<file path="src/rtl/note_sequencer.sv">
// note_sequencer: records up to 16 note codes into an external note RAM and
// plays them back, holding each note for TICKS_PER_STEP clocks with a
// one-cycle articulation gap between notes.
// Build option: define LOOP_PLAYBACK_EN to make playback repeat until it is
// stopped by a playback press or erased by clear_n.
module note_sequencer #(
  parameter int TICKS_PER_STEP = 25000000,
  parameter int DEPTH          = 16
) (
  input  logic       clk,
  input  logic       reset,
  input  logic       load_n,
  input  logic       playback,
  input  logic       clear_n,
  input  logic [3:0] note_in,
  input  logic [3:0] mem_rdata,
  output logic [3:0] mem_addr,
  output logic       mem_wr,
  output logic [3:0] mem_wdata,
  output logic [3:0] note_out,
  output logic       tone_en,
  output logic       busy,
  output logic       full,
  output logic       play_done,
  output logic [4:0] count
);

  // Step counter only has to reach TICKS_PER_STEP-1.
  localparam int            CW          = $clog2(TICKS_PER_STEP);
  localparam logic [CW-1:0] STEP_RELOAD = CW'(TICKS_PER_STEP - 1);
  localparam logic [4:0]    DEPTH_C     = 5'(DEPTH);

  typedef enum logic [1:0] {
    IDLE       = 2'd0,
    PLAY_FETCH = 2'd1,
    PLAY_HOLD  = 2'd2
  } state_t;

  state_t        state_r,     state_s;
  logic [4:0]    count_r,     count_s;
  logic [3:0]    mem_addr_r,  mem_addr_s;
  logic [3:0]    mem_wdata_r, mem_wdata_s;
  logic          mem_wr_r,    mem_wr_s;
  logic [3:0]    note_out_r,  note_out_s;
  logic          tone_en_r,   tone_en_s;
  logic          busy_r,      busy_s;
  logic          full_r,      full_s;
  logic          play_done_r, play_done_s;
  logic [CW-1:0] step_cnt_r,  step_cnt_s;
  logic          load_prev_r;
  logic          play_prev_r;

  logic          load_ev_s;
  logic          play_ev_s;
  logic          last_note_s;

  // A press is a 1 -> 0 transition between consecutive samples.
  assign load_ev_s   = load_prev_r & ~load_n;
  assign play_ev_s   = play_prev_r & ~playback;
  // Address points at the final stored note (only meaningful while count > 0).
  assign last_note_s = ({1'b0, mem_addr_r} == (count_r - 5'd1));

  // Next-state and next-output logic; every output is taken from a register.
  always_comb begin
    state_s     = state_r;
    count_s     = count_r;
    mem_addr_s  = mem_addr_r;
    mem_wdata_s = mem_wdata_r;
    mem_wr_s    = 1'b0;
    note_out_s  = note_out_r;
    tone_en_s   = tone_en_r;
    busy_s      = busy_r;
    play_done_s = 1'b0;
    step_cnt_s  = step_cnt_r;

    if (!clear_n) begin
      // Erase wins over everything, whatever the state.
      state_s   = IDLE;
      count_s   = 5'd0;
      tone_en_s = 1'b0;
      busy_s    = 1'b0;
    end else begin
      case (state_r)
        IDLE: begin
          tone_en_s = 1'b0;
          busy_s    = 1'b0;
          if (load_ev_s) begin
            // Recording takes precedence over a simultaneous play press.
            if (count_r < DEPTH_C) begin
              mem_wr_s    = 1'b1;
              mem_addr_s  = count_r[3:0];
              mem_wdata_s = note_in;
              count_s     = count_r + 5'd1;
            end else begin
              mem_wr_s = 1'b0;
            end
          end else if (play_ev_s) begin
            if (count_r != 5'd0) begin
              state_s    = PLAY_FETCH;
              mem_addr_s = 4'd0;
              busy_s     = 1'b1;
            end else begin
              state_s = IDLE;
            end
          end else begin
            state_s = IDLE;
          end
        end

        PLAY_FETCH: begin
          if (play_ev_s) begin
            state_s   = IDLE;
            tone_en_s = 1'b0;
            busy_s    = 1'b0;
          end else begin
            // RAM data for mem_addr is valid now; capture it for the hold.
            state_s    = PLAY_HOLD;
            note_out_s = mem_rdata;
            tone_en_s  = 1'b1;
            step_cnt_s = STEP_RELOAD;
          end
        end

        PLAY_HOLD: begin
          if (play_ev_s) begin
            state_s   = IDLE;
            tone_en_s = 1'b0;
            busy_s    = 1'b0;
          end else if (step_cnt_r != {CW{1'b0}}) begin
            step_cnt_s = step_cnt_r - CW'(1);
          end else begin
            tone_en_s = 1'b0;
            if (!last_note_s) begin
              mem_addr_s = mem_addr_r + 4'd1;
              state_s    = PLAY_FETCH;
            end else begin
              play_done_s = 1'b1;
`ifdef LOOP_PLAYBACK_EN
              mem_addr_s  = 4'd0;
              state_s     = PLAY_FETCH;
`else
              state_s     = IDLE;
              busy_s      = 1'b0;
`endif
            end
          end
        end

        default: begin
          state_s   = IDLE;
          tone_en_s = 1'b0;
          busy_s    = 1'b0;
        end
      endcase
    end

    full_s = (count_s == DEPTH_C);
  end

  // State and output registers; reset clears the tone without waiting for clk.
  always_ff @(posedge clk or negedge reset) begin
    if (!reset) begin
      state_r     <= IDLE;
      count_r     <= 5'd0;
      mem_addr_r  <= 4'd0;
      mem_wdata_r <= 4'd0;
      mem_wr_r    <= 1'b0;
      note_out_r  <= 4'd0;
      tone_en_r   <= 1'b0;
      busy_r      <= 1'b0;
      full_r      <= 1'b0;
      play_done_r <= 1'b0;
      step_cnt_r  <= {CW{1'b0}};
      load_prev_r <= 1'b1;
      play_prev_r <= 1'b1;
    end else begin
      state_r     <= state_s;
      count_r     <= count_s;
      mem_addr_r  <= mem_addr_s;
      mem_wdata_r <= mem_wdata_s;
      mem_wr_r    <= mem_wr_s;
      note_out_r  <= note_out_s;
      tone_en_r   <= tone_en_s;
      busy_r      <= busy_s;
      full_r      <= full_s;
      play_done_r <= play_done_s;
      step_cnt_r  <= step_cnt_s;
      load_prev_r <= load_n;
      play_prev_r <= playback;
    end
  end

  assign mem_addr  = mem_addr_r;
  assign mem_wr    = mem_wr_r;
  assign mem_wdata = mem_wdata_r;
  assign note_out  = note_out_r;
  assign tone_en   = tone_en_r;
  assign busy      = busy_r;
  assign full      = full_r;
  assign play_done = play_done_r;
  assign count     = count_r;

endmodule

</file>
<file path="config.mk">
export PLATFORM = sky130hd
export DESIGN_NAME = note_sequencer
export DESIGN_NICKNAME = d
export VERILOG_FILES = /design/src/rtl/note_sequencer.sv
export SDC_FILE = /design/constraint.sdc
export NUM_CORES = 1
export LEC_CHECK = 0
export ABC_CLOCK_PERIOD_IN_PS = 5400
export CORE_ASPECT_RATIO = 0.75
export CORE_MARGIN = 2
export CORE_UTILIZATION = 68
export CTS_BUF_LIST = sky130_fd_sc_hd__clkbuf_16
export DETAILED_ROUTE_END_ITERATION = 12
export DONT_BUFFER_PORTS = 1
export GPL_TIMING_DRIVEN = 1
export PLACE_DENSITY = 0.84
export SLEW_MARGIN = 20
export SYNTH_ARGS = -nofsm -noshare
export SYNTH_HDL_FRONTEND = slang
export SYNTH_SLANG_ARGS = --single-unit
</file>
<file path="constraint.sdc">
create_clock -name clk -period 5.4 [get_ports clk]
set_input_delay 0.54 -clock clk [delete_from_list [all_inputs] [get_ports clk]]
set_output_delay 0.54 -clock clk [all_outputs]
set_load 0.005 [all_outputs]
</file>
* Word-level counts from Yosys, hierarchy flattened
Cells that the tools add are included.
Word-level totals: register bits 51, word-level logic and storage cells 98, input port bits 13
Cells by class: $lt $le $gt $ge 1, mux-type cells 48, eq/ne operators 16, reduce and logical (&&, ||, !) cells 11, add/sub/neg operators 4, bitwise logic cells 5
Operator list (number):
- 25-bit 2-to-1 mux | 3
- 25-bit case mux with 2 select lines | 1
- 4-bit 2-to-1 mux | 7
- 25-bit nonzero test | 1
- 25-bit by 1-bit subtractor with 25-bit output (second input constant) | 1
- 1-bit 2-to-1 mux | 23
- 5-bit 2-to-1 mux | 4
- 3-bit != test (second input constant) | 5
- 2-bit 2-to-1 mux | 6
- 2-bit != test (second input constant) | 5
- 4-bit != test (second input constant) | 2
- 4-bit case mux with 2 select lines | 1
- 8-bit AND reduction | 1
- 2-bit case mux with 3 select lines | 1
- 3-bit AND reduction | 2
- 5-bit by 1-bit adder with 5-bit output (second input constant) | 1
- 4-bit by 5-bit equality test with 1-bit output | 1
- 5-bit equality test (second input constant) | 1
- 5-bit less-than comparator (second input constant) | 1
- 5-bit AND reduction | 1
- 5-bit nonzero test | 1
- 5-bit by 1-bit subtractor with 5-bit output (second input constant) | 1
- 4-bit by 1-bit adder with 4-bit output (second input constant) | 1
- 4-bit AND reduction | 1
- 9 further kinds | 13

* Logic depth before layout (Yosys ltp)
Gate-level depths: netlist (run 1).
depth after elaboration 7, gate-level depth with buffers 9, depth with buffers taken out 7

* Least setup slack after synthesis (run 1)
No wires, ideal clock.
kind reg-to-reg, from register step_cnt_r[0], to register step_cnt_r[13], slack 2.922 ns, data arrival time 2.346 ns, path buffers 2, cell stages (with the launch flop) 10, data required time 5.269 ns, cells stage by stage dfrtp_1 > inv_1 > ha_1 > or3b_2 > or4_4 > buf_6 > nor3_4 > buf_6 > nor3_1 > or3_1
Between the ends: cells in the longest elaborated chain, start to end 4
RTL lines:
- from (decl) | line 49 | logic [CW-1:0] step_cnt_r, step_cnt_s;
- from (signal assigned) | line 173 | step_cnt_r <= {CW{1'b0}};
- from (signal assigned) | line 187 | step_cnt_r <= step_cnt_s;
- 25-bit by 1-bit subtractor with 25-bit output | line 130 | step_cnt_s = step_cnt_r - CW'(1);
- 25-bit 2-to-1 mux | line 129 | end else if (step_cnt_r != {CW{1'b0}}) begin
- 25-bit 2-to-1 mux | line 125 | if (play_ev_s) begin
- 25-bit case mux with 2 select lines | line 83 | case (state_r)
Parallel ways exist; a longest one is shown, timed or not. The select of a mux whose other input is x is not followed. A chain may end at the register's enable or synchronous reset.

* Worst setup path in the final report (run 1)
Ends and elaborated chain as after synthesis.

==> impl_metrics.ini, run 1 <==
[floorplanning]
dieArea_um2 = 4740
die_width_um = 78.8
core_um2 = 4030
row_count = 20
die_h_um = 60.1
ios = 35
start_util_pct = 70.8

[clocking]
cts_root_buf = clkbuf_16
post_cts_buffers = 0
htree_num_levels = 2
cts_made_buffers = 5
cts_tree = built
cts_sinks = 51
cts_max_path_buffers = 2
postCtsHoldBufs = 1
cts_resized = 0
clk_pin_slew_ps = 70
clock_latency_ps = 290

[global_routing]
grt_pass1_wl_um = 10600
antenna_found_initial = 0
grt_max_degree = 50
grt_use_total_pct = 29.7
grt_pass1_vias = 2191
grt_overflow = 0

[detailed_routing]
via_per_inst = 6.71
vias = 2376
wl_per_cell_um = 18.0
ant_nets = 0
wirelength_um = 6360
dr.pass1.iters = 5
drt-initial-drc-count = 327
drc = 0

[synth]
netlist.area_leader.share_pct = 43.0
netlist_area_um2 = 2850
synth_edf_count = 0
avgSynthCellArea_um2 = 9.42
synth_cell_types = 53
synth_area_leader_cell = dfrtp_1
netlist_instances = 303
ys_warn_count = 0
ys_top_cells_by_area = dfrtp_1 (43%), nor2_1 (3.7%), nand2_1 (3.3%)
synth-seq-area-share_pct = 44.8
synthArstFlopShare_pct = 100
ys.flop_type = dfrtp_1
synth_fp_nets = 321
synth-seq-cells = 51

[placed_design]
port_buffers = 0
place.gp.congestion = 0.845
pre_cts_slack_ps = 2530
dpl.hpwl_um = 4440

[sta]
period_share_pct = 53.7
final_hold_viol_count = 0
max_freq_mhz = 345
finalMaxSlewViolations = 0
fin_tns_setup_ps = 0
worst_slack_ps = 2500
fin_crit_ps = 2900
fin_worst_skew_ps = 4.44
max_slew.worst_pin.slew_ps = 866
grt_setup_unrepaired = false
slew_headroom_pct = 42.1
holdWs_ps = 83.8
setup_viol = 0

[status]
outcome = finished clean

[pwr]
power.leakage_uw = 0.00126
netSwitchingFraction_pct = 29.8
seqPwrFrac_pct = 52.4
switching_power_uw = 290
power_density_nw_per_um2 = 320
combPwrFrac_pct = 15.5
pwr-share-clk_pct = 32.1
power.internal_uw = 682
max-vdd-ir-drop_v = 0.000242

[final_layout]
antenna_cells = 0
final_nets = 316
fill_cells = 282
layout-drive-gt1-share_pct = 9.36
area_delta_synth_final_pct = 6.49

[worst_setup_path]
required_ps = 5570
critPathMaxFanout = 27
cp.arrival_ps = 3070
timing.rr.start = step_cnt_r[0]$_DFFE_PN0P_
reg2reg_slack_ps = 2500
crit_type = flip-flop to flip-flop
critPathLaunchType = flip-flop
cp-startpoint = step_cnt_r[0]$_DFFE_PN0P_
cp-end-kind = flip-flop

[worst_hold_path]
hp-class = input pin to async pin

[run]
maxCapViolCount = 0
synth_stat cells (all sizes together) (5+ instances only):
cell,instances
dfrtp,49
nor2,28
nand2,25
nand3,17
nor3,16
or4,12
a21oi,10
clkbuf,9
inv,9
or3,9
a211oi,8
nor4,8
mux2i,7
o21ai,6
o31ai,6
xor2,6
a31oi,5
and2,5
buf,5
ha,5
nand2b,5
critical path: stages (launching register included):
cell and delay, ps:
dfrtp_1 400, inv_1 120, ha_1 180, or3b_2 440, or4_4 480, nor3_4 730, nor3_1 90, or3_1 330
power groups by stage:
stage / clock network, µW / registers, µW / logic (µW)
4_1_cts: 319 / 507 / 150
3_5_place_dp: 0 / 513 / 140
3_3_place_gp: 0 / 511 / 132
6_report: 312 / 509 / 150
5_1_grt: 336 / 519 / 169
2_1_floorplan: 0 / 492 / 120
sequential cells by signal, summed over array words and instances (netlist names):
name / count
step_cnt_r: 25
full: 1
busy: 1
count: 5
load_prev_r: 1
play_prev_r: 1
mem_addr: 4
play_done: 1
mem_wdata: 4
note_out: 4
tone_en: 1
state_r: 2
mem_wr: 1
stage by stage:
step / utilization, % / total power (µW) / area [µm²] / cells
3_5_place_dp: 71.1 / 653 / 2860 / 345
2_1_floorplan: - / 612 / 2850 / 303
5_1_grt: 75.4 / 1020 / 3040 / 354
3_3_place_gp: 71.1 / 642 / 2860 / 345
6_report: 75.4 / 972 / 3040 / 354
4_1_cts: 75.4 / 976 / 3040 / 354
area by class of cell:
type	count	area (µm²)	share of cell area, %
inverter	9	33.8	1.11
clock buffer	5	125	4.12
timing repair buffer	2	35.0	1.15
multi-input combinational	229	1480	48.5
sequential	51	1280	42.1
clock inverter	3	22.5	0.741
tap	55	68.8	2.26
cells by family (layout without fill, tap and decap cells):
group / count (synthesis) / in the layout / share of synthesized area (%)
XOR/XNOR: 10 / 10 / 3.07
AND/OR/NAND/NOR: 150 / 150 / 29.0
multiplexers: 11 / 11 / 4.03
adder cells (fa/ha/maj): 5 / 5 / 2.19
buffers and inverters: 23 / 19 / 3.68
flip-flops: 51 / 51 / 44.8
AO/OA/AOI/OAI: 53 / 53 / 13.2
path summary, 6_finish.rpt:
path                                              end  depth (start not counted)
max                        step_cnt_r[13]$_DFFE_PN0P_                          7
min                             load_prev_r$_DFF_PN1_                          0
max reg2reg                step_cnt_r[13]$_DFFE_PN0P_                          7
min reg2reg                   note_out[3]$_DFFE_PN0P_                          2
max in group asynchronous   step_cnt_r[3]$_DFFE_PN0P_                          1
min in group clk                load_prev_r$_DFF_PN1_                          0
per-layer routing:
layer | vias to the layer above | GRT usage, % | share of wire [%] | wire length, µm
li1 | 1115 | - | - | -
met1 | 1131 | 45.5 | 47 | 2990
met2 | 122 | 41.8 | 44 | 2770
met3 | 8 | 6.65 | 8.4 | 534
met4 | 0 | 9.77 | 1.1 | 69
met5 | - | 0 | 0 | 0
layout by cell type, fill, tap and decap left out, drive strengths merged, types with 7 or more instances in the layout:
cell / n
a211oi: 8
or4: 12
a21oi: 10
inv: 10
nor3: 16
dfrtp: 49
nand2: 25
or3: 9
mux2i: 7
nor4: 8
nand3: 17
nor2: 28
Note: power is estimated with default switching activity, not from simulation.
==> run 2: changes to the inputs <==
Settings changed: ABC_AREA set to 1, ABC_CLOCK_PERIOD_IN_PS 5400 to 2900, CORE_UTILIZATION 68 to 63, PLACE_DENSITY 0.84 to 0.79.
Clock period 5.4 ns to 2.9 ns, I/O delays scaled along.
==> impl_metrics.ini, run 2 <==
[detailed_routing]
vias = 2699
drt-initial-drc-count = 250
wirelength_um = 6930
ant_nets = 0
dr.pass1.iters = 5
wl_per_cell_um = 14.6
drc = 0
via_per_inst = 5.69

[synth]
ys_top_cells_by_area = dfrtp_1 (40%), nand2_1 (14%), nor2_1 (6.4%)
synth_edf_count = 0
netlist_instances = 411
synth_top_family_by_area = simple AND/OR/NAND/NOR gates
synth-seq-area-share_pct = 41.7
avgSynthCellArea_um2 = 7.45
netlist_area_um2 = 3060
synth_compound_area_share_pct = 8.99
synth-seq-cells = 51
synth_cell_types = 33
synthTopCellsByCount = nand2_1 (112), nor2_1 (52), dfrtp_1 (49), inv_1 (49), nand3_1 (35)
synth_area_leader_cell = dfrtp_1
synth_fa_ha_area_share_pct = 2.04
ys.flop_type = dfrtp_1
netlist.area_leader.share_pct = 40.0
ys_warn_count = 0
synth.most_common_cell = nand2_1
muxShareOfSynthArea_pct = 1.47
synth-simple-area-share_pct = 33.8
synth_fp_nets = 429
synth_xor_area_share_pct = 4.00
synthArstFlopShare_pct = 100

[floorplanning]
die_width_um = 84.5
start_util_pct = 67.0
die_h_um = 64.4
core_um2 = 4570
ios = 35
dieArea_um2 = 5440
row_count = 21

[clocking]
cts_made_buffers = 5
post_cts_buffers = 0
cts_root_buf = clkbuf_16
cts_sinks = 51
clk_pin_slew_ps = 70
cts_tree = built
htree_num_levels = 2
cts_max_path_buffers = 2
postCtsHoldBufs = 4
clock_latency_ps = 290
cts_resized = 0

[sta]
final_hold_viol_count = 0
fin_worst_skew_ps = 2.70
period_share_pct = 70.5
finalMaxSlewViolations = 0
max_freq_mhz = 489
fin_crit_ps = 2040
slew_headroom_pct = 64.3
max_slew.worst_pin.slew_ps = 535
grt_setup_unrepaired = false
fin_tns_setup_ps = 0
setup_viol = 0

[global_routing]
grt_pass1_vias = 2488
grt_max_degree = 52
grt_pass1_wl_um = 11900
antenna_found_initial = 0
grt_overflow = 0
grt_use_total_pct = 27.8

[final_layout]
fill_cells = 348
largest_reg_flops = 25
mostFrequentLayoutCells = nand2_1 (112), nor2_1 (52), inv_1 (49), dfrtp_1 (49), nand3_1 (35)
antenna_cells = 0
final_nets = 434
layout-drive-gt1-share_pct = 11.0
area_delta_synth_final_pct = 7.84
final_common_cell = nand2_1
regMostFlops = step_cnt_r
final_util_pct = 72.2

[worst_hold_path]
hp-class = input pin to flip-flop

[pwr]
pwr-share-clk_pct = 28.5
netSwitchingFraction_pct = 35.5
switching_power_uw = 840
power.leakage_uw = 0.00160
seqPwrFrac_pct = 44.2
max-vdd-ir-drop_v = 0.000508
combPwrFrac_pct = 27.4
power.internal_uw = 1520
power_density_nw_per_um2 = 715

[worst_setup_path]
cp-end-kind = flip-flop
critPathMaxFanout = 6
crit_type = flip-flop to flip-flop
cp.arrival_ps = 2270
required_ps = 3130
critPathLaunchType = flip-flop

[placed_design]
dpl.hpwl_um = 4910
port_buffers = 0
place.gp.congestion = 0.940

[run]
maxCapViolCount = 0

[status]
outcome = finished clean
run 2: cells by family (layout without fill, tap and decap cells):
logic type / Yosys count / count (layout)
compound gates: 48 / 48
xor+xnor: 14 / 14
fa+ha+maj: 5 / 5
buf+inv: 56 / 62
flops: 51 / 51
mux: 4 / 4
simple gates: 233 / 233
run 2: metal layers:
layer	global-route usage (%)	share of wire [%]	vias up
li1	-	-	1312
met1	43.4	50	1255
met2	38.3	41	120
met3	6.46	7.8	12
met4	7.74	1.2	0
met5	0	0	-
run 2: path summary, 6_finish.rpt:
path,start,to,slack [ps],cells past startpoint
setup / recovery,count[0]$_DFF_PN0_,mem_addr[3]$_DFFE_PN0P_,860,13
setup reg to reg,count[0]$_DFF_PN0_,mem_addr[3]$_DFFE_PN0P_,860,13
max in group asynchronous,reset,load_prev_r$_DFF_PN1_,2100,2
hold reg to reg,note_out[3]$_DFFE_PN0P_,note_out[3]$_DFFE_PN0P_,520,2
hold / removal,mem_rdata[3],note_out[3]$_DFFE_PN0P_,110,2
min in group asynchronous,reset,count[3]$_DFF_PN0_,530,2
run 2: metrics by stage:
step | hold WS, ps | power (µW) | cells | area [µm²] | setup slack, ps
after floorplan | -5.59 | 1520 | 411 | 3060 | 1260
after global placement | -4.27 | 1640 | 462 | 3080 | 998
after detailed placement | -4.31 | 1660 | 462 | 3080 | 979
after CTS | 105 | 2360 | 474 | 3300 | 957
after global routing | 113 | 2520 | 474 | 3300 | 602
final | 107 | 2360 | 474 | 3300 | 856
run 2: critical path, stage by stage, from the launching register on:
cell     delay, ps
dfrtp_1        470
inv_1          160
ha_1           340
nand2_1         60
inv_1           40
nor2_1          80
nand3_1         80
nor2_1          80
nand2_1        120
nand3_1        120
nand2_2         90
nand2_1        150
nand2_1         90
nand2_1         80
run 2: cell type report:
class / instances / area (µm²) / share of cell area (%)
clock inverters: 3 / 42.5 / 1.29
repair buffers: 4 / 57.6 / 1.74
multi-input cells: 304 / 1540 / 46.6
flip-flops and latches: 51 / 1280 / 38.7
well taps: 57 / 71.3 / 2.16
clock buffers: 5 / 125 / 3.79
inverters: 50 / 188 / 5.68
run 2: power by group through the flow:
| stage | Sequential [µW] | Clock (µW) | Combinational [µW] |
|---|---|---|---|
| 2_1_floorplan | 1010 | 0 | 513 |
| 3_3_place_gp | 1050 | 0 | 590 |
| 3_5_place_dp | 1050 | 0 | 607 |
| 4_1_cts | 1040 | 678 | 639 |
| 5_1_grt | 1070 | 711 | 739 |
| 6_report | 1040 | 673 | 646 |
